[config.mk]
export PLATFORM = sky130hd
export DESIGN_NAME = led_mode_sequencer
export DESIGN_NICKNAME = d
export VERILOG_FILES = /design/src/rtl/led_mode_sequencer.sv
export SDC_FILE = /design/constraint.sdc
export NUM_CORES = 1
export LEC_CHECK = 0
export CAP_MARGIN = 10
export CORE_MARGIN = 10
export CORE_UTILIZATION = 33
export DETAILED_ROUTE_END_ITERATION = 12
export GPL_TIMING_DRIVEN = 0
export PLACE_DENSITY = 0.56
export SYNTH_ARGS = -nofsm -noshare
export SYNTH_HDL_FRONTEND = slang
export SYNTH_SLANG_ARGS = --single-unit
export TNS_END_PERCENT = 10
[constraint.sdc]
create_clock -name sys_clk -period 2.25 [get_ports sys_clk]
set_input_delay 0.3375 -clock sys_clk [delete_from_list [all_inputs] [get_ports sys_clk]]
set_output_delay 0.3375 -clock sys_clk [all_outputs]
set_load 0.01 [all_outputs]
[src/rtl/led_mode_sequencer.sv]
// LED mode sequencer: debounces a raw active-low key, steps through four
// blink modes on each press, and drives two LEDs from a prescaled time base.
// The current mode and the pattern tick are exported for other blocks.
module led_mode_sequencer #(
  parameter int TICK_CNT     = 25000000,
  parameter int DEBOUNCE_CNT = 1000000
) (
  input  logic       sys_clk,
  input  logic       sys_rst_n,
  input  logic       key_n,
  output logic [1:0] led,
  output logic [1:0] mode,
  output logic       tick
);

  localparam int TW = $clog2(TICK_CNT);
  localparam int DW = $clog2(DEBOUNCE_CNT);
  localparam logic [TW-1:0] TICK_LAST = TW'(TICK_CNT - 1);
  localparam logic [DW-1:0] DEB_LAST  = DW'(DEBOUNCE_CNT - 1);

  typedef enum logic [1:0] {
    MODE_OFF   = 2'd0,
    MODE_ALT   = 2'd1,
    MODE_BOTH  = 2'd2,
    MODE_CHASE = 2'd3
  } mode_e;

  logic          sync1_q, sync1_d;
  logic          sync2_q, sync2_d;
  logic          deb_q, deb_d;
  logic [DW-1:0] deb_cnt_q, deb_cnt_d;
  logic          press;
  logic [TW-1:0] tick_cnt_q, tick_cnt_d;
  logic [1:0]    phase_q, phase_d;
  mode_e         mode_q, mode_d;
  logic [1:0]    led_q, led_d;

  // All state; async reset puts the key path in the released state.
  always_ff @(posedge sys_clk or negedge sys_rst_n) begin
    if (!sys_rst_n) begin
      sync1_q    <= 1'b1;
      sync2_q    <= 1'b1;
      deb_q      <= 1'b1;
      deb_cnt_q  <= '0;
      tick_cnt_q <= '0;
      phase_q    <= 2'd0;
      mode_q     <= MODE_OFF;
      led_q      <= 2'b00;
    end else begin
      sync1_q    <= sync1_d;
      sync2_q    <= sync2_d;
      deb_q      <= deb_d;
      deb_cnt_q  <= deb_cnt_d;
      tick_cnt_q <= tick_cnt_d;
      phase_q    <= phase_d;
      mode_q     <= mode_d;
      led_q      <= led_d;
    end
  end

  // Two-flop synchroniser for the asynchronous key input.
  always_comb begin
    sync1_d = key_n;
    sync2_d = sync1_q;
  end

  // Debounce: accept a new level after DEBOUNCE_CNT consecutive differing
  // samples; a press is the accepted 1->0 transition itself.
  always_comb begin
    deb_d     = deb_q;
    deb_cnt_d = '0;
    press     = 1'b0;
    if (sync2_q != deb_q) begin
      if (deb_cnt_q == DEB_LAST) begin
        deb_d = sync2_q;
        press = ~sync2_q;
      end else begin
        deb_cnt_d = deb_cnt_q + 1'b1;
      end
    end
  end

  // Time base, phase and mode FSM; a press restarts the pattern at phase 0
  // and takes priority over a simultaneous tick.
  always_comb begin
    mode_d     = mode_q;
    tick_cnt_d = tick ? '0 : tick_cnt_q + 1'b1;
    phase_d    = tick ? phase_q + 2'd1 : phase_q;
    if (press) begin
      tick_cnt_d = '0;
      phase_d    = 2'd0;
      case (mode_q)
        MODE_OFF:   mode_d = MODE_ALT;
        MODE_ALT:   mode_d = MODE_BOTH;
        MODE_BOTH:  mode_d = MODE_CHASE;
        MODE_CHASE: mode_d = MODE_OFF;
        default:    mode_d = MODE_OFF;
      endcase
    end
  end

  // LED pattern decode from the current mode and phase (registered output).
  always_comb begin
    led_d = 2'b00;
    case (mode_q)
      MODE_OFF:   led_d = 2'b00;
      MODE_ALT:   led_d = phase_q[0] ? 2'b10 : 2'b01;
      MODE_BOTH:  led_d = phase_q[0] ? 2'b00 : 2'b11;
      MODE_CHASE: begin
        case (phase_q)
          2'd0:    led_d = 2'b01;
          2'd1:    led_d = 2'b11;
          2'd2:    led_d = 2'b10;
          default: led_d = 2'b00;
        endcase
      end
      default:    led_d = 2'b00;
    endcase
  end

  assign tick = (tick_cnt_q == TICK_LAST);
  assign mode = mode_q;
  assign led  = led_q;

endmodule

==> results.tsv <==
metric	value	unit
status	completed	
Startpoint Class	flop	
leak pwr	0.00133	uW
GRT overflow	0	
number of synthesized flops with an enable pin	0	
final hold vios	0	
die width	110	um
post-detailed-route count of antenna-violating nets	0	
Post-route DRC	0	
Area contributors post-synth	dfrtp_1 47%, xor2_1 9.1%, nor2_1 7.7%	
crit-path max FO	6	
# placed instances	378	
I/O Buffers	7	
Fillers	800	
share of layout cells above drive strength 1	9.82	%
CP endpoint kind	output pin	
area occupied by registers	0.00136	mm^2
mapped cell area	0.00270	mm^2
cell with the most instances after synthesis	nor2_1	
Worst-path clk slew	0.10	ns
Yosys top cell by area	dfrtp_1	
Max Freq	477	MHz
die area	0.0122	mm^2
most instantiated cells after synthesis	55 x nor2_1, 51 x dfrtp_1, 28 x xor2_1	
Largest stage delay, worst path	0.45	ns
wire per inst	12.7	um
Max-cap violations	0	
vias post-DR	1863	
Final min period	2.10	ns
largest net degree at the start of global routing	39	
Starting Density	34.3	%
Total Routed Length	4930	um
initial antenna violation count	0	
Final nets	296	
I/O pin total	8	
Clock Skew	0.0119	ns
crit-path leading delay family	simple AND/OR/NAND/NOR gates	
detailed placer's ending HPWL	3430	um
root buf cell	clkbuf_8	
final clock period utilization by the worst path	93.3	%
die height	110	um
endpoints failing setup	0	
row count	32	
Pre-antenna DRT Iters	4	
gr usage total	8.93	%
sequential area share after synthesis	50.3	%
final weighted congestion in routability-driven placement	0.772	
1st-iter DRT viols	56	
RSZ-0062 raised after global routing	no	
Layout Utilization	39.1	%
FFs w/ async S/R, synth	100	%
crit path max-delay cell type	dfrtp_1	
# diodes	0	
Slew @ Worst Pin	0.683	ns
Mapped Avg Cell Area	10.1	um^2
worst vdd ir	0.000270	V
CTS tree	done	
Core ar.	0.00785	mm^2
Yosys warning count	0	
CTS max path bufs	2	
sequence of cells on the critical path	and4_1 > nand2_1 > nor4_2 > dlygate4sd2_1	
CTS buffer count	5	
Data arrival, critical path	1.76	ns
Clock Sink Count	54	
Bufs and invs on worst path	1	
vias in the first global route	1916	
area occupied by multi-input gates	0.00128	mm^2
Min-Delay Path Class	reg -> reg	
register bit total from synthesis	54	
CP required	1.91	ns
first-pass GRT wire length	8980	um
dominant synthesized flop cell	dfrtp_1	
Synth cell types	33	
Clk Latency, worst-skew pair	0.30	ns
CP Class	reg -> out	
vias per cell	4.81	
Non-Filler Instances	387	
fin. max-slew vios	0	
PD cells	587	mW/mm^2
Synth top area share	47.4	%
# H-tree levels	2	
Synth-to-Final Area Change	13.8	%
setup slack, reg-to-reg	0.27	ns
Worst slew margin	54.1	%
post-synthesis net count	280	
Mapped Cells	268	
==> kinds of logic after synthesis <==
group	after synthesis	share of synthesized area [%]
XOR/XNOR	42	13.6
buffers and inverters	13	2.79
AND/OR/NAND/NOR	139	26.3
flip-flops	54	50.3
adder cells (fa/ha/maj)	9	4.18
AO/OA/AOI/OAI	8	1.67
multiplexers	3	1.16
==> registers in the layout, summed over array words and instances (netlist names) <==
name and cells:
deb_cnt_q 20, deb_q 1, led 2, mode 2
phase_q 2, sync1_q 1, sync2_q 1, tick_cnt_q 25
==> report_power, final <==
group / switching [uW] / leakage [uW] / internal [uW]
logic: 32.0 / 0.000533 / 14.0
registers: 3.95 / 0.000727 / 977
clock network: 327 / 0.0000683 / 446
==> placed cells by master, fill, tap and decap left out, drive strengths merged, types with 7 or more instances in the layout <==
| cell type | instances |
|---|---|
| dfrtp | 51 |
| nand3 | 14 |
| xnor2 | 14 |
| inv | 7 |
| nor2 | 55 |
| ha | 9 |
| xor2 | 28 |
| buf | 8 |
| nand4 | 12 |
| nor4 | 8 |
| nand2 | 24 |
| and3 | 7 |
==> per-stage QoR <==
step	cell area [um^2]	hold WS, ns	setup WS, ns	TNS [ns]	power [uW]
6_report	3070	0.362	0.152	0	1800
5_1_grt	3070	0.366	0.0304	0	1870
4_1_cts	3060	0.364	0.0290	0	1820
3_5_place_dp	2910	0.301	0.111	0	1050
3_3_place_gp	2890	0.347	-0.896	-46.40	1040
2_1_floorplan	2700	0.0419	0.438	0	1020
==> path summary, 6_finish.rpt <==
kind                       depth (start not counted)                 endpoint                      from
min reg2reg                                        0        sync2_q$_DFF_PN1_         sync1_q$_DFF_PN1_
min in group asynchronous                          2   deb_cnt_q[0]$_DFF_PN0_                 sys_rst_n
max in group asynchronous                          3  tick_cnt_q[4]$_DFF_PN0_                 sys_rst_n
max reg2reg                                        7  tick_cnt_q[6]$_DFF_PN0_  tick_cnt_q[10]$_DFF_PN0_
max                                                4                     tick  tick_cnt_q[11]$_DFF_PN0_
min                                                0        sync2_q$_DFF_PN1_         sync1_q$_DFF_PN1_
==> layer usage <==
metal / routed length (um) / vias to the layer above / track usage, % / part of all wire (%)
li1: - / 930 / - / -
met1: 2480 / 903 / 11.7 / 50
met2: 2250 / 26 / 14.3 / 46
met3: 154 / 4 / 2.15 / 3.1
met4: 39 / 0 / 2.48 / 0.79
met5: 0 / - / 0 / 0
==> layout make-up <==
cell class,instances,area share [%]
tap,102,4.16
timing repair buffer,9,3.06
clock buffer,5,2.24
buffer,6,1.59
inverter,7,0.857
sequential,54,44.2
multi-input combinational,201,41.7
clock inverter,3,2.24
==> what timing repair did <==
item                       4_1_cts  5_1_grt
setup buffers                    0        0
hold buffers                     1        0
pin swaps                        0        3
hold endpoints to repair        13        0
setup endpoints to repair        1       15
gates resized for setup          2        1
gates cloned                     0        0
Note: power is estimated with default switching activity, not from simulation.
